$ cat src/rtl/fifo_param.sv
// Parametrised synchronous FIFO with programmable almost-empty/almost-full
// thresholds, occupancy count, sticky error flags and optional FWFT read mode.
module fifo_param #(
    parameter int WIDTH    = 8,
    parameter int DEPTH    = 16,
    parameter int AE_LEVEL = 2,
    parameter int AF_LEVEL = 14,
    parameter int FWFT     = 0
) (
    input  logic                     clk,
    input  logic                     RESET,
    input  logic [WIDTH-1:0]         DATA_IN,
    input  logic                     WE,
    input  logic                     RE,
    input  logic                     CLR_ERR,
    output logic [WIDTH-1:0]         DOUT,
    output logic                     EF,
    output logic                     PEF,
    output logic                     FF,
    output logic                     PFF,
    output logic [$clog2(DEPTH):0]   COUNT,
    output logic                     OVF,
    output logic                     UDF
);

    localparam int AW = $clog2(DEPTH);
    localparam int PW = AW + 1;
    localparam logic [PW-1:0] DEPTH_C = PW'(DEPTH);
    localparam logic [PW-1:0] AE_C    = PW'(AE_LEVEL);
    localparam logic [PW-1:0] AF_C    = PW'(AF_LEVEL);

    logic [WIDTH-1:0] mem_q [DEPTH];

    logic [PW-1:0]    wr_ptr_q, wr_ptr_d;
    logic [PW-1:0]    rd_ptr_q, rd_ptr_d;
    logic [PW-1:0]    count_q, count_d;
    logic [WIDTH-1:0] dout_q, dout_d;
    logic             ef_q, ef_d;
    logic             pef_q, pef_d;
    logic             ff_q, ff_d;
    logic             pff_q, pff_d;
    logic             ovf_q, ovf_d;
    logic             udf_q, udf_d;

    logic             wr_acc_s;
    logic             rd_acc_s;
    logic             new_ovf_s;
    logic             new_udf_s;
    logic [WIDTH-1:0] head_s;

    // Accept/reject decisions, taken from the registered full/empty flags.
    always_comb begin
        wr_acc_s  = WE & (~ff_q | RE);
        rd_acc_s  = RE & ~ef_q;
        new_ovf_s = WE & ff_q & ~RE;
        new_udf_s = RE & ef_q;
    end

    // Pointer advance and occupancy, with the flags decoded from next COUNT.
    always_comb begin
        wr_ptr_d = wr_ptr_q;
        rd_ptr_d = rd_ptr_q;
        if (wr_acc_s) begin
            wr_ptr_d = wr_ptr_q + PW'(1);
        end else begin
            wr_ptr_d = wr_ptr_q;
        end
        if (rd_acc_s) begin
            rd_ptr_d = rd_ptr_q + PW'(1);
        end else begin
            rd_ptr_d = rd_ptr_q;
        end
        count_d = wr_ptr_d - rd_ptr_d;
        ef_d    = (count_d == {PW{1'b0}});
        pef_d   = (count_d <= AE_C);
        ff_d    = (count_d == DEPTH_C);
        pff_d   = (count_d >= AF_C);
    end

    // Sticky error flags: a new error in the same cycle beats CLR_ERR.
    always_comb begin
        ovf_d = ovf_q;
        udf_d = udf_q;
        if (new_ovf_s) begin
            ovf_d = 1'b1;
        end else if (CLR_ERR) begin
            ovf_d = 1'b0;
        end else begin
            ovf_d = ovf_q;
        end
        if (new_udf_s) begin
            udf_d = 1'b1;
        end else if (CLR_ERR) begin
            udf_d = 1'b0;
        end else begin
            udf_d = udf_q;
        end
    end

    // Read data: FWFT presents the next head word (bypassing a word written
    // into an empty slot this cycle); standard mode loads on an accepted read.
    always_comb begin
        head_s = mem_q[rd_ptr_d[AW-1:0]];
        if (wr_acc_s && (wr_ptr_q[AW-1:0] == rd_ptr_d[AW-1:0])) begin
            head_s = DATA_IN;
        end else begin
            head_s = mem_q[rd_ptr_d[AW-1:0]];
        end
        dout_d = dout_q;
        if (FWFT != 0) begin
            if (count_d == {PW{1'b0}}) begin
                dout_d = {WIDTH{1'b0}};
            end else begin
                dout_d = head_s;
            end
        end else begin
            if (rd_acc_s) begin
                dout_d = mem_q[rd_ptr_q[AW-1:0]];
            end else begin
                dout_d = dout_q;
            end
        end
    end

    // Storage array, never reset; stale contents are unreachable after reset.
    always_ff @(posedge clk) begin
        if (!RESET && wr_acc_s) begin
            mem_q[wr_ptr_q[AW-1:0]] <= DATA_IN;
        end
    end

    // State and output registers with synchronous reset.
    always_ff @(posedge clk) begin
        if (RESET) begin
            wr_ptr_q <= {PW{1'b0}};
            rd_ptr_q <= {PW{1'b0}};
            count_q  <= {PW{1'b0}};
            dout_q   <= {WIDTH{1'b0}};
            ef_q     <= 1'b1;
            pef_q    <= 1'b1;
            ff_q     <= 1'b0;
            pff_q    <= 1'b0;
            ovf_q    <= 1'b0;
            udf_q    <= 1'b0;
        end else begin
            wr_ptr_q <= wr_ptr_d;
            rd_ptr_q <= rd_ptr_d;
            count_q  <= count_d;
            dout_q   <= dout_d;
            ef_q     <= ef_d;
            pef_q    <= pef_d;
            ff_q     <= ff_d;
            pff_q    <= pff_d;
            ovf_q    <= ovf_d;
            udf_q    <= udf_d;
        end
    end

    assign DOUT  = dout_q;
    assign EF    = ef_q;
    assign PEF   = pef_q;
    assign FF    = ff_q;
    assign PFF   = pff_q;
    assign COUNT = count_q;
    assign OVF   = ovf_q;
    assign UDF   = udf_q;

endmodule

$ cat config.mk
export PLATFORM = sky130hd
export DESIGN_NAME = fifo_param
export DESIGN_NICKNAME = d
export VERILOG_FILES = /design/src/rtl/fifo_param.sv
export SDC_FILE = /design/constraint.sdc
export NUM_CORES = 1
export LEC_CHECK = 0
export ABC_AREA = 1
export ABC_CLOCK_PERIOD_IN_PS = 4300
export CORE_MARGIN = 3
export CORE_UTILIZATION = 57
export DETAILED_ROUTE_END_ITERATION = 16
export PLACE_DENSITY = 0.8
export SYNTH_ARGS = -nofsm -noshare
export SYNTH_HDL_FRONTEND = slang
export SYNTH_SLANG_ARGS = --single-unit
$ cat constraint.sdc
create_clock -name clk -period 4.3 [get_ports clk]
set_clock_uncertainty 0.2 [all_clocks]
set_input_delay 1.29 -clock clk [delete_from_list [all_inputs] [get_ports clk]]
set_output_delay 1.29 -clock clk [all_outputs]
set_load 0.01 [all_outputs]
==> out/summary.json <==
{
  "clock_network": {
    "cts.reportedPaths.clkPinSlew_ns": 0.06,
    "tritoncts": "yes",
    "tritoncts.num_buffers": 17,
    "clkLatencyLatePin_ns": 0.41,
    "clock_tree.buffer_depth": 2,
    "root_buffer": "sky130_fd_sc_hd__clkbuf_16",
    "clock_sink_count": 157,
    "ctsResizeCount": 0,
    "ctsHoldBuffers": 0,
    "cts_htree_levels": 4,
    "postCtsSetupBuffers": 0
  },
  "worst_hold_path": {
    "worst_hold_path.endpoint": "UDF",
    "min_from": "UDF",
    "hold_path_class": "reg2reg",
    "hold-path-cell-count": 2
  },
  "synth": {
    "synth.distinct_cells": 30,
    "synth-seq-cells": 157,
    "syn-num-nets": 591,
    "synth_area_per_cell_um2": 11.5,
    "synth_compound_gate_area_share": 0.112,
    "basic_gate_share_of_the_synthesized_area_counting_and_or_nand_and_nor_cells": 0.159,
    "syn_area_um2": 6550,
    "synth-warning-count": 0,
    "synth_top_family_by_area": "simple AND/OR/NAND/NOR gates",
    "yosys.area_share.adder": 0.0164,
    "post_synth_inst_count": 570,
    "yosys.area_share.xor_xnor": 0.00401,
    "synth_seq_area_share": 0.675,
    "yosys.area.top_type_share": 0.587,
    "synthDominantAreaCellType": "sky130_fd_sc_hd__edfxtp_1",
    "muxShareOfSynthArea": 0,
    "synthTopCellsByArea": "sky130_fd_sc_hd__edfxtp_1 59%, sky130_fd_sc_hd__dfxtp_1 8.9%, sky130_fd_sc_hd__o21ai_0 5.7%"
  },
  "route": {
    "routed_wl_mm": 15.8,
    "via_count": 4629,
    "avg_vias_per_cell": 6.02,
    "detail_route.wl_per_cell_um": 20.6,
    "remaining_drc_errors": 0,
    "drtPass1Iterations": 5,
    "initialDrtViolationCount": 458,
    "final_antenna_net_count": 0
  },
  "layout": {
    "final_common_cell": "sky130_fd_sc_hd__edfxtp_1",
    "n_fill_cell": 741,
    "antenna_cells_inserted": 0,
    "top_library_cells_by_usage_in_the_layout_fill_and_taps_aside": "128 x sky130_fd_sc_hd__edfxtp_1, 98 x sky130_fd_sc_hd__nor2_1, 74 x sky130_fd_sc_hd__o21ai_0, 67 x sky130_fd_sc_hd__nand2_1, 31 x sky130_fd_sc_hd__clkdlybuf4s50_1",
    "post_route_cells_drive_above_1_share": 0.145,
    "net_total_in_the_final_layout": 637,
    "finalCoreUtilization": 0.701,
    "area_growth_pct": 18.1
  },
  "sta": {
    "grt_setup_unrepaired": "no",
    "slew_viol_final": 0,
    "slew_headroom": 0.463,
    "finalHoldViolations": 0,
    "worst_pin_slew_ns": 0.804,
    "post_route_setup_tns_ns": 0,
    "setup_viol": 0,
    "fin_crit_sh": 0.815,
    "fmax_mhz": 285,
    "post-route-min-period_ns": 3.50,
    "worst_hold_slack_ns": 0.265
  },
  "setup_path": {
    "worstPathArrival_ns": 3.62,
    "reg2reg_from": "rd_ptr_q[1]",
    "critPathCaptureType": "register",
    "critical_path.startpoint_type": "primary input",
    "crit_path_max_fanout": 7,
    "worstRegToRegCells": 13,
    "critPathKind": "in2reg",
    "worst-endpoint-required_ns": 4.41,
    "reg2reg_slack_ns": 1.51,
    "regToRegEndpoint": "PEF"
  },
  "grt": {
    "grt_first_pass_wirelength_mm": 25.0,
    "globalRouteMet3Util": 0.0513,
    "first_global_vias": 4728,
    "grt_use_met2": 0.432,
    "grt.met1_usage": 0.324,
    "grt.overflow.total": 0,
    "layer_with_the_highest_usage": "met2",
    "number_of_antenna_violations_at_the_first_check_in_global_routing": 0,
    "pin_count_of_the_biggest_net_entering_global_routing": 68,
    "grt.total_usage": 0.259
  },
  "die": {
    "core.rowCount": 38,
    "die_y_um": 113,
    "design.die.area_um2": 12800,
    "coreArea_um2": 11000,
    "die_width_um": 113,
    "io_pins": 32,
    "starting_density_of_the_core": 0.594
  },
  "pwr": {
    "seqPwrFrac": 0.451,
    "finalPower_w": 0.00381,
    "clock_share_of_power": 0.422,
    "power_density_over_the_cells_nw_per_um2": 492,
    "netSwitchingFraction": 0.239,
    "intPower_w": 0.00290,
    "ir_drop_mv": 0.328,
    "cellLeakagePower_nw": 2.86,
    "p_comb_frac": 0.127,
    "p_switching_w": 0.000911
  },
  "place": {
    "io_buffers": 31,
    "place_congestion": 0.849,
    "place.detailed.hpwl_mm": 9.59
  },
  "status": {
    "run_status": "finished clean"
  },
  "job": {
    "maxCapViolCount": 0
  }
}
## worst max-delay path, stage by stage
cell	delay [ns]
sky130_fd_sc_hd__clkdlybuf4s50_1	0.45
sky130_fd_sc_hd__inv_2	0.16
sky130_fd_sc_hd__nand2_4	0.11
sky130_fd_sc_hd__nand2_4	0.12
sky130_fd_sc_hd__xor2_1	0.21
sky130_fd_sc_hd__ha_1	0.19
sky130_fd_sc_hd__inv_1	0.07
sky130_fd_sc_hd__fa_1	0.54
sky130_fd_sc_hd__inv_1	0.06
sky130_fd_sc_hd__nor2_1	0.12
sky130_fd_sc_hd__nand2_1	0.06
sky130_fd_sc_hd__nand2_1	0.06
sky130_fd_sc_hd__a21oi_1	0.05
sky130_fd_sc_hd__nand2_1	0.10
sky130_fd_sc_hd__inv_1	0.04
## per-layer routing
| metal | up-vias | wire [µm] |
|---|---|---|
| met1 | 2233 | 6070 |
| met4 | 0 | 456 |
| met2 | 240 | 8040 |
| met5 | - | 0 |
| met3 | 44 | 1280 |
| li1 | 2112 | - |
## stage by stage
stage | std cells | setup slack [ns] | cell area (µm²)
2_1_floorplan | 570 | 1.12 | 6550
3_3_place_gp | 737 | 0.533 | 7100
4_1_cts | 769 | 0.823 | 7740
5_1_grt | 769 | 0.677 | 7740
3_5_place_dp | 737 | 0.428 | 7100
6_report | 769 | 0.795 | 7740
## worst max-delay path by stage
stage	slack (ns)	endpoint	cells after the start	startpoint
3_3_place_gp	0.53	PEF	15	RE
4_1_cts	0.82	PEF	15	RE
5_1_grt	0.68	PEF	15	RE
6_report	0.80	PEF	15	RE
3_5_place_dp	0.43	PEF	15	RE
2_1_floorplan	1.12	PEF	14	RE
## sequential cells by signal, indices dropped and copies added, names as in the netlist, 5 cells and up
signal,count
mem_q,128
DOUT,8
COUNT,5
rd_ptr_q,5
wr_ptr_q,5
## cell usage after synthesis (all sizes together)
master and number:
a21o 2, a21oi 20, buf 4, clkbuf 23, dfxtp 29, edfxtp 128, fa 1, ha 7
inv 29, nand2 88, nand3 22, nand3b 1, nand4 4, nor2 101, o211ai 2, o21ai 74
o221ai 14, o22ai 18, xnor2 1, xor2 2
## layout make-up
cell class	count	area, µm²	area share
Sequential cell	157	4430	0.572
Timing Repair Buffer	54	483	0.0624
Multi-Input combinational cell	357	1910	0.247
Inverter	29	109	0.0141
Clock buffer	21	440	0.0569
Clock inverter	11	194	0.0251
Tap cell	140	175	0.0226
## power by group through the flow
stage | sequential, W | clock [W] | combinational (W)
2_1_floorplan | 0.00176 | 0 | 0.000279
3_3_place_gp | 0.00175 | 0 | 0.000450
3_5_place_dp | 0.00175 | 0 | 0.000471
4_1_cts | 0.00172 | 0.00161 | 0.000481
5_1_grt | 0.00172 | 0.00169 | 0.000529
6_report | 0.00172 | 0.00161 | 0.000485
## cells by family after synthesis
family                   count (synthesis)
AO/OA/AOI/OAI                          130
XOR/XNOR                                 3
adder cells (fa/ha/maj)                  8
buffers and inverters                   56
flip-flops                             157
AND/OR/NAND/NOR                        216
Note: power is estimated with default switching activity, not from simulation.
